$ cat config.mk
export PLATFORM = sky130hd
export DESIGN_NAME = spi_mux_master
export DESIGN_NICKNAME = d
export VERILOG_FILES = /design/src/rtl/spi_mux_pkg.sv /design/src/rtl/spi_mux_master_timer.sv /design/src/rtl/spi_mux_master.sv
export SDC_FILE = /design/constraint.sdc
export NUM_CORES = 1
export LEC_CHECK = 0
export CAP_MARGIN = 5
export CORE_MARGIN = 2
export CORE_UTILIZATION = 30
export CTS_CLUSTER_DIAMETER = 50
export DETAILED_ROUTE_END_ITERATION = 10
export PLACE_DENSITY = 0.62
export SLEW_MARGIN = 20
export SYNTH_ARGS = -nofsm -noshare
export SYNTH_HDL_FRONTEND = slang
export SYNTH_HIERARCHICAL = 1
export SYNTH_SLANG_ARGS = --single-unit
$ cat constraint.sdc
create_clock -name clk -period 2.2 [get_ports clk]
set_clock_uncertainty 0.2 [all_clocks]
set_input_delay 0.22 -clock clk [delete_from_list [all_inputs] [get_ports clk]]
set_output_delay 0.22 -clock clk [all_outputs]
set_load 0.01 [all_outputs]
$ cat src/rtl/spi_mux_pkg.sv
// Shared types and constants for the SPI mode-0 master that feeds the LED
// output multiplexer.
//   - state encoding of the frame sequencer
//   - default timing constants (clk cycles)
//   - byte width and the packed beat payload captured on each handshake
//   - helpers to size the phase/delay counter
package spi_mux_pkg;

   localparam int unsigned BYTE_W       = 8;
   localparam int unsigned BIT_CNT_W    = 3;

   localparam int unsigned DEF_CLK_DIV  = 4;
   localparam int unsigned DEF_CS_SETUP = 2;
   localparam int unsigned DEF_CS_HOLD  = 2;
   localparam int unsigned DEF_CS_IDLE  = 4;

   typedef enum logic [2:0] {
      ST_IDLE  = 3'd0,
      ST_SETUP = 3'd1,
      ST_SHIFT = 3'd2,
      ST_NEXT  = 3'd3,
      ST_HOLD  = 3'd4,
      ST_GAP   = 3'd5
   } state_t;

   // One accepted stream beat: the byte being shifted plus its end-of-frame flag.
   typedef struct packed {
      logic              last;
      logic [BYTE_W-1:0] data;
   } tx_beat_t;

   function automatic int unsigned max4(input int unsigned a,
                                        input int unsigned b,
                                        input int unsigned c,
                                        input int unsigned d);
      int unsigned m;
      m = a;
      if (b > m) m = b;
      if (c > m) m = c;
      if (d > m) m = d;
      return m;
   endfunction

   // Bits needed to hold values 0..max_val.
   function automatic int unsigned cnt_width(input int unsigned max_val);
      int unsigned w;
      w = (max_val < 1) ? 1 : $clog2(max_val + 1);
      return w;
   endfunction

endpackage

$ cat src/rtl/spi_mux_master_timer.sv
// spi_phase_timer: loadable down-counter with a terminal-count flag.
// Used for the chip-select setup, hold and idle delays and for SCK half-periods.
// Loading value N makes tc_c assert N clock cycles after the load edge, so a
// delay of P cycles is obtained by loading P-1.
// Ports:
//   clk       in  1      master clock
//   reset     in  1      asynchronous active-high reset
//   load      in  1      load load_val at this edge
//   load_val  in  CNT_W  value to load
//   tc_c      out 1      combinational: counter is at zero
module spi_phase_timer
   import spi_mux_pkg::*;
#(
   parameter int unsigned CNT_W = cnt_width(DEF_CS_IDLE)
) (
   input  logic             clk,
   input  logic             reset,
   input  logic             load,
   input  logic [CNT_W-1:0] load_val,
   output logic             tc_c
);

   logic [CNT_W-1:0] count;

   // Count down to zero and park there until the next load.
   always_ff @(posedge clk or posedge reset) begin
      if (reset) begin
         count <= '0;
      end else if (load) begin
         count <= load_val;
      end else if (count != '0) begin
         count <= count - CNT_W'(1);
      end
   end

   assign tc_c = (count == '0);

endmodule

$ cat src/rtl/spi_mux_master.sv
// spi_mux_master: SPI mode-0 master transmitter feeding the LED output mux.
// Bytes arrive on a valid/ready stream; each frame is one chip-select
// assertion closed by tx_last. Data goes out MSB-first on spi_mosi, changing
// on SCK falling edges and sampled by the receiver on SCK rising edges.
// Ports:
//   clk         in  1  master clock
//   reset       in  1  asynchronous active-high reset (aborts any frame)
//   tx_data     in  8  byte to send
//   tx_valid    in  1  tx_data/tx_last valid
//   tx_last     in  1  byte closes the frame
//   tx_ready    out 1  byte accepted at this edge when tx_valid is high
//   spi_nCS     out 1  chip select, active low
//   spi_sck     out 1  serial clock, idle low
//   spi_mosi    out 1  serial data, MSB first
//   busy        out 1  frame in progress, through the inter-frame gap
//   frame_done  out 1  one-cycle pulse as spi_nCS returns high
module spi_mux_master
   import spi_mux_pkg::*;
#(
   parameter int unsigned CLK_DIV  = DEF_CLK_DIV,
   parameter int unsigned CS_SETUP = DEF_CS_SETUP,
   parameter int unsigned CS_HOLD  = DEF_CS_HOLD,
   parameter int unsigned CS_IDLE  = DEF_CS_IDLE
) (
   input  logic              clk,
   input  logic              reset,
   input  logic [BYTE_W-1:0] tx_data,
   input  logic              tx_valid,
   input  logic              tx_last,
   output logic              tx_ready,
   output logic              spi_nCS,
   output logic              spi_sck,
   output logic              spi_mosi,
   output logic              busy,
   output logic              frame_done
);

   localparam int unsigned CNT_W = cnt_width(max4(CLK_DIV, CS_SETUP, CS_HOLD, CS_IDLE));

   // Timer reload values: a delay of P cycles loads P-1.
   localparam logic [CNT_W-1:0] DIV_LD   = CNT_W'(CLK_DIV - 1);
   localparam logic [CNT_W-1:0] SETUP_LD = CNT_W'(CS_SETUP - 1);
   localparam logic [CNT_W-1:0] HOLD_LD  = CNT_W'(CS_HOLD - 1);
   localparam logic [CNT_W-1:0] IDLE_LD  = CNT_W'(CS_IDLE - 1);

   localparam logic [BIT_CNT_W-1:0] LAST_BIT = BIT_CNT_W'(BYTE_W - 1);

   state_t               state;
   tx_beat_t             beat;
   logic [BIT_CNT_W-1:0] bit_cnt;

   logic                 hs_c;
   logic                 byte_end_c;
   logic                 tmr_load_c;
   logic [CNT_W-1:0]     tmr_val_c;
   logic                 tc_c;

   assign hs_c       = tx_valid && tx_ready;
   assign byte_end_c = (bit_cnt == LAST_BIT);

   // Timer reload on every state change that starts a timed interval.
   always_comb begin
      tmr_load_c = 1'b0;
      tmr_val_c  = DIV_LD;
      unique case (state)
         ST_IDLE: begin
            if (hs_c) begin
               tmr_load_c = 1'b1;
               tmr_val_c  = SETUP_LD;
            end
         end
         ST_SETUP: begin
            if (tc_c) tmr_load_c = 1'b1;
         end
         ST_SHIFT: begin
            if (tc_c) begin
               tmr_load_c = 1'b1;
               // End of the final high phase of a frame's last byte starts the hold delay.
               if (spi_sck && byte_end_c && beat.last) tmr_val_c = HOLD_LD;
            end
         end
         ST_NEXT: begin
            if (hs_c) tmr_load_c = 1'b1;
         end
         ST_HOLD: begin
            if (tc_c) begin
               tmr_load_c = 1'b1;
               tmr_val_c  = IDLE_LD;
            end
         end
         default: begin
         end
      endcase
   end

   spi_phase_timer #(
      .CNT_W (CNT_W)
   ) u_timer (
      .clk      (clk),
      .reset    (reset),
      .load     (tmr_load_c),
      .load_val (tmr_val_c),
      .tc_c     (tc_c)
   );

   // Frame sequencer with registered pin and handshake outputs.
   always_ff @(posedge clk or posedge reset) begin
      if (reset) begin
         state      <= ST_IDLE;
         beat       <= '0;
         bit_cnt    <= '0;
         tx_ready   <= 1'b0;
         spi_nCS    <= 1'b1;
         spi_sck    <= 1'b0;
         spi_mosi   <= 1'b0;
         busy       <= 1'b0;
         frame_done <= 1'b0;
      end else begin
         frame_done <= 1'b0;
         unique case (state)
            ST_IDLE: begin
               tx_ready <= 1'b1;
               if (hs_c) begin
                  beat     <= '{last: tx_last, data: tx_data};
                  bit_cnt  <= '0;
                  spi_nCS  <= 1'b0;
                  spi_mosi <= tx_data[BYTE_W-1];
                  busy     <= 1'b1;
                  tx_ready <= 1'b0;
                  state    <= ST_SETUP;
               end
            end
            ST_SETUP: begin
               if (tc_c) state <= ST_SHIFT;
            end
            ST_SHIFT: begin
               if (tc_c) begin
                  if (!spi_sck) begin
                     spi_sck <= 1'b1;
                  end else begin
                     // Falling edge: present the next bit, or finish the byte.
                     spi_sck <= 1'b0;
                     bit_cnt <= bit_cnt + BIT_CNT_W'(1);
                     if (byte_end_c) begin
                        if (beat.last) begin
                           state <= ST_HOLD;
                        end else begin
                           tx_ready <= 1'b1;
                           state    <= ST_NEXT;
                        end
                     end else begin
                        beat.data <= {beat.data[BYTE_W-2:0], 1'b0};
                        spi_mosi  <= beat.data[BYTE_W-2];
                     end
                  end
               end
            end
            ST_NEXT: begin
               // Frame stays open with SCK low until the next byte arrives.
               if (hs_c) begin
                  beat     <= '{last: tx_last, data: tx_data};
                  spi_mosi <= tx_data[BYTE_W-1];
                  tx_ready <= 1'b0;
                  state    <= ST_SHIFT;
               end
            end
            ST_HOLD: begin
               if (tc_c) begin
                  spi_nCS    <= 1'b1;
                  frame_done <= 1'b1;
                  state      <= ST_GAP;
               end
            end
            ST_GAP: begin
               if (tc_c) begin
                  busy     <= 1'b0;
                  tx_ready <= 1'b1;
                  state    <= ST_IDLE;
               end
            end
            default: begin
               state <= ST_IDLE;
            end
         endcase
      end
   end

endmodule

### Word-level counts from Yosys, hierarchy flattened

Index checks and enable logic that the tools add are counted.

* output and inout bits: 6
* word-level logic and storage cells: 99
* input bits: 12
* register bits: 23

* reduce and logical (&&, ||, !) cells: 22
* equal/unequal tests: 17
* add/sub/neg operators: 2
* muxes and demuxes: 47

Operators with widths (count)
* 2-to-1 mux 3 bit: 14
* 2-to-1 mux 7 bit: 4
* inequality test 2 bit (second input constant): 10
* one-hot mux 3 bit (6 select lines): 1
* 2-to-1 mux 1 bit: 17
* one-hot mux 7 bit (2 select lines): 1
* nonzero test 2 bit: 5
* equality test 3 bit (second input constant): 3
* one-hot mux 1 bit (2 select lines): 4
* AND reduction 8 bit: 1
* AND reduction 7 bit: 1
* equality test 3 x 2 -> 1 bit (second input constant): 2
* logical NOT 3 bit: 2
* 2-to-1 mux 2 bit: 3
* one-hot mux 3 bit (2 select lines): 1
* AND reduction 3 bit: 2
* AND reduction 5 bit: 1
* one-hot mux 1 bit (4 select lines): 1
* one-hot mux 2 bit (2 select lines): 1
* AND reduction 2 bit: 2
* AND reduction 4 bit: 1
* nonzero test 4 bit: 1
* adder 3 x 1 -> 3 bit (second input constant): 1
* equality test 3 x 1 -> 1 bit (second input constant): 1
* 6 further kinds: 8

### Depth between registers and ports, before layout

Gate-level depths: netlist (run 1).

* depth after elaboration: 7
* mapped depth: 11
* depth with buffers taken out: 9

### Modules after synthesis

The synthesis (run 1) kept the hierarchy.

By module, submodules not included
* spi_mux_master: times used 1, area each 1194.9 sq um, cells an instance 120
* spi_phase_timer: times used 1, area each 203.9 sq um, cells an instance 22

### Least setup slack after synthesis (run 1)

Ideal clock, no wire load.

* kind: register to register
* start: reg u_timer.count[0]
* end: reg u_timer.count[0]
* cell stages (with the launch flop): 12
* setup time: 137 ps
* setup slack: -139 ps
* period minus slack after synthesis: 2339 ps
* arrival: 2002 ps
* path through: dfrtp_1 > inv_1 > ha_1 > nand2b_1 > inv_1 > clkbuf_1 > a21oi_1 > o21ai_4 > buf_2 > a21o_1 > nor4b_1 > a221oi_1

* cells in the longest elaborated chain, start to end: 4
* elaborated cells between the ends (all ways): 10
* classes of those cells: add/sub (1); mux (6); reduce/logical (3)

RTL lines
* start: declaration: RTL line spi_mux_master_timer.sv:23 `logic [CNT_W-1:0] count;`
* start signal: assignment: RTL line spi_mux_master_timer.sv:30 `count <= load_val;`
* start signal: assignment: RTL line spi_mux_master_timer.sv:32 `count <= count - CNT_W'(1);`
* logical NOT 3 bit (*): RTL line spi_mux_master_timer.sv:36 `assign tc_c = (count == '0);`
* via tc_c: RTL line spi_mux_master.sv:56 `logic tc_c;`
* 2-to-1 mux 1 bit (*): RTL line spi_mux_master.sv:73, spi_mux_master.sv:76, spi_mux_master.sv:86
* one-hot mux 1 bit (2 select lines) (*): RTL line spi_mux_master.sv:65 `unique case (state)`
* via tmr_load_c: RTL line spi_mux_master.sv:54 `logic tmr_load_c;`
* 2-to-1 mux 3 bit / nonzero test 2 bit (equally long branches)

The timed path passes the listed nets; every way through them passes the cells marked *. The select of a mux whose other input is x is not followed.
A chain may end at the register's enable or synchronous reset.

### Worst setup path in the final report (run 1)

Ends and elaborated chain as after synthesis.

==> impl_metrics.ini, run 1 <==
[sta]
drv_slew = 0
clock.fmax_ghz = 0.480
relSlewSlack = 0.662
whs_ps = 278
setup_viol = 0
worst_pin_slew_ps = 507
finalHoldViolCount = 0
post-route-period-util = 0.947
fin_crit_ps = 2080

[floorplan]
dieArea_um2 = 5230
die_width_um = 72.3
start_util = 0.317
ios = 18
rows = 24
core_area_um2 = 4410
dieHeight_um = 72.3

[global_route]
busiest_layer = met2
grt-ovfl-total = 0
met2_usage = 0.194
grt_pass1_vias = 1089
grt_pass1_wl_um = 5140
use_met3 = 0.0347
grt.total_usage = 0.124
grtUsageMet1 = 0.176
antenna_found_initial = 0
grt_max_degree = 21

[critical_path]
crit_arrival_ps = 2060
worstPathMaxFanout = 7
required_ps = 2180
worstSetupPathType = reg2reg
critPathCaptureType = flop
start_kind = flop

[clocking]
worstSkewPairLatency_ps = 270
clk_pin_slew_ps = 90
cts.sinks = 23
cts_tree = built
ctsRootBufferMaster = clkbuf_8
cts_buffer_depth = 2
numCtsBuffers = 3
ctsHtreeMaxLevel = 1

[synthesis]
syn_area_per_cell_um2 = 9.85
synth.distinct_cells = 44
synth-seq-cells = 23
yosysSeqAreaShare = 0.412
netlist_area_um2 = 1400
synth_edf_count = 0
synth_fp_nets = 158
synthFlopType = dfrtp_1
yosys_warnings = 6
synth_cells = 142
synthArstFlopShare = 1.00

[power_and_ir_drop]
p_per_area_nw_per_um2 = 1010
max-vdd-ir-drop_mv = 0.461
p_leak_nw = 0.780
total_power_mw = 1.80

[finish]
syn_to_final_growth_pct = 28.1
fillers = 440
fin_nets = 187
design_area_um2 = 1790
drive_above_1_share = 0.224
multi_input_area_um2 = 773
num_antenna_cells = 0
area.sequential_um2 = 577

[job]
maxCapViolCount = 0

[status]
outcome = complete, no violations

[routing]
dr.pass1.iters = 4
dr.first_iter.drc_count = 35
via_per_inst = 5.08
drc = 0
post_drt_wl_per_cell_um = 13.2
routed_wl_um = 2920
postRouteAntennaNets = 0
vias = 1127

[placed_design]
post_dp_cell_area_um2 = 1680
gp_congestion = 0.851
hpwl_um = 2140
port_buffers = 17

[hold_path]
worst_hold_path_type = reg2reg
==> through the flow <==
step	setup WS, ps	util	std cells	setup TNS, ps
finish	116	0.406	222	0
global placement	104	0.380	212	0
CTS	35.1	0.394	218	0
floorplan	2.75	-	142	0
global route	-13.8	0.406	222	-17.7
detailed placement	-58.5	0.380	212	-96.3
==> cells in the final DEF, fill, tap and decap left out, drive strengths merged, types with 3 or more instances in the layout <==
master          n
nor2            4
inv            10
nor3            3
o21bai          3
dfrtp          22
a31oi          10
a21oi          14
ha              4
nand2           8
o21ai           8
mux2i           7
clkdlybuf4s50  17
clkbuf          3
nand2b          5
nor2b           4
buf            15
==> Yosys cell counts, types with 2 or more instances <==
master | n | area (um2)
o21bai_1 | 3 | 22.5
o21ai_0 | 7 | 35.0
buf_2 | 3 | 15.0
a21oi_1 | 14 | 70.1
nand2b_1 | 5 | 31.3
mux2i_1 | 7 | 70.1
xor2_1 | 2 | 17.5
nor3_1 | 3 | 15.0
a31oi_1 | 10 | 62.6
clkbuf_1 | 2 | 7.51
conb_1 | 2 | 7.51
ha_1 | 4 | 50.1
o31ai_1 | 2 | 15.0
buf_6 | 2 | 22.5
a21o_1 | 2 | 15.0
inv_1 | 10 | 37.5
mux2_2 | 2 | 22.5
nor2b_1 | 3 | 18.8
dfrtp_1 | 22 | 551
nor2_1 | 3 | 11.3
nand4_1 | 2 | 12.5
nor4b_1 | 2 | 17.5
a22o_1 | 2 | 17.5
nand2_1 | 8 | 30.0
==> final timing paths <==
kind,startpoint,endpoint,slack [ps],depth (start not counted)
worst max-delay path,u_timer/count[0]$_DFFE_PP0P_,u_timer/count[0]$_DFFE_PP0P_,120,9
max in group asynchronous,reset,spi_nCS$_DFFE_PP1P_,880,4
worst min-delay path,spi_nCS$_DFFE_PP1P_,spi_nCS$_DFFE_PP1P_,280,2
min in group asynchronous,reset,u_timer/count[0]$_DFFE_PP0P_,500,3
worst max register to register,u_timer/count[0]$_DFFE_PP0P_,u_timer/count[0]$_DFFE_PP0P_,120,9
worst min register to register,spi_nCS$_DFFE_PP1P_,spi_nCS$_DFFE_PP1P_,280,2
==> routing by layer <==
layer | share of wire | vias to the layer above | wire, um
met1 | 0.47 | 539 | 1380
li1 | - | 566 | -
met3 | 0.038 | 4 | 112
met2 | 0.48 | 18 | 1410
met4 | 0.0065 | 0 | 19
met5 | 0 | - | 0
==> area by class of cell <==
class                      instances  area share
clock buffer                       3      0.0230
clock inverter                     1     0.00279
inverter                          10      0.0209
multi-input combinational        100       0.432
sequential                        23       0.322
tap                               52      0.0363
timing repair buffer              33       0.163
==> flip-flops by register name, indices dropped and copies added (netlist names), 3 cells and up <==
signal,count
beat,8
bit_cnt,3
state,3
u_timer/count,3
==> kinds of logic (layout without fill, tap and decap cells) <==
logic type | Yosys count | in the layout | share of synthesized area
flip-flops | 23 | 23 | 0.412
adder cells (fa/ha/maj) | 4 | 4 | 0.0358
AO/OA/AOI/OAI | 47 | 47 | 0.231
other | 2 | 2 | 0.00537
XOR/XNOR | 2 | 2 | 0.0125
buffers and inverters | 19 | 47 | 0.0671
AND/OR/NAND/NOR | 36 | 36 | 0.170
multiplexers | 9 | 9 | 0.0662
==> power breakdown <==
group	total [mW]	internal (mW)	switching (mW)	leakage [nW]
Clock	0.274	0.127	0.147	0.0255
Combinational	0.838	0.437	0.402	0.481
Sequential	0.691	0.570	0.121	0.274
Total	1.80	1.13	0.670	0.780
==> worst max-delay path: stages (launching register included) <==
cell	delay, ps
dfrtp_1	400
inv_1	100
ha_2	230
nand2b_4	80
inv_2	120
nand2_1	110
nor3_2	160
a21o_1	250
nor2b_1	80
a221oi_1	260
==> timing repair <==
action                                 CTS  global route
endpoints found under the hold margin    3             0
gates resized for setup                  1             4
pin swaps                                0             1
buffers inserted                         1             4
gates cloned                             0             0
hold buffers                             1             0
setup endpoints to repair                2             2
Note: power is estimated with default switching activity, not from simulation.
==> run 2: changes to the inputs <==
--- a/config.mk
+++ b/config.mk
@@ -10,6 +10,7 @@
 export CORE_UTILIZATION = 30
 export CTS_CLUSTER_DIAMETER = 50
 export DETAILED_ROUTE_END_ITERATION = 10
+export GPL_ROUTABILITY_DRIVEN = 0
 export PLACE_DENSITY = 0.62
 export SLEW_MARGIN = 20
 export SYNTH_ARGS = -nofsm -noshare
==> results of run 2 <==
The final DEF is identical to that of run 1; final timing and power are the same.
==> run 3: changes to the inputs <==
--- a/config.mk
+++ b/config.mk
@@ -9,6 +9,7 @@
 export CORE_MARGIN = 2
 export CORE_UTILIZATION = 30
 export CTS_CLUSTER_DIAMETER = 50
+export CTS_CLUSTER_SIZE = 16
 export DETAILED_ROUTE_END_ITERATION = 10
 export GPL_ROUTABILITY_DRIVEN = 0
 export PLACE_DENSITY = 0.62
==> results of run 3 <==
The final DEF is identical to that of run 1; final timing and power are the same.
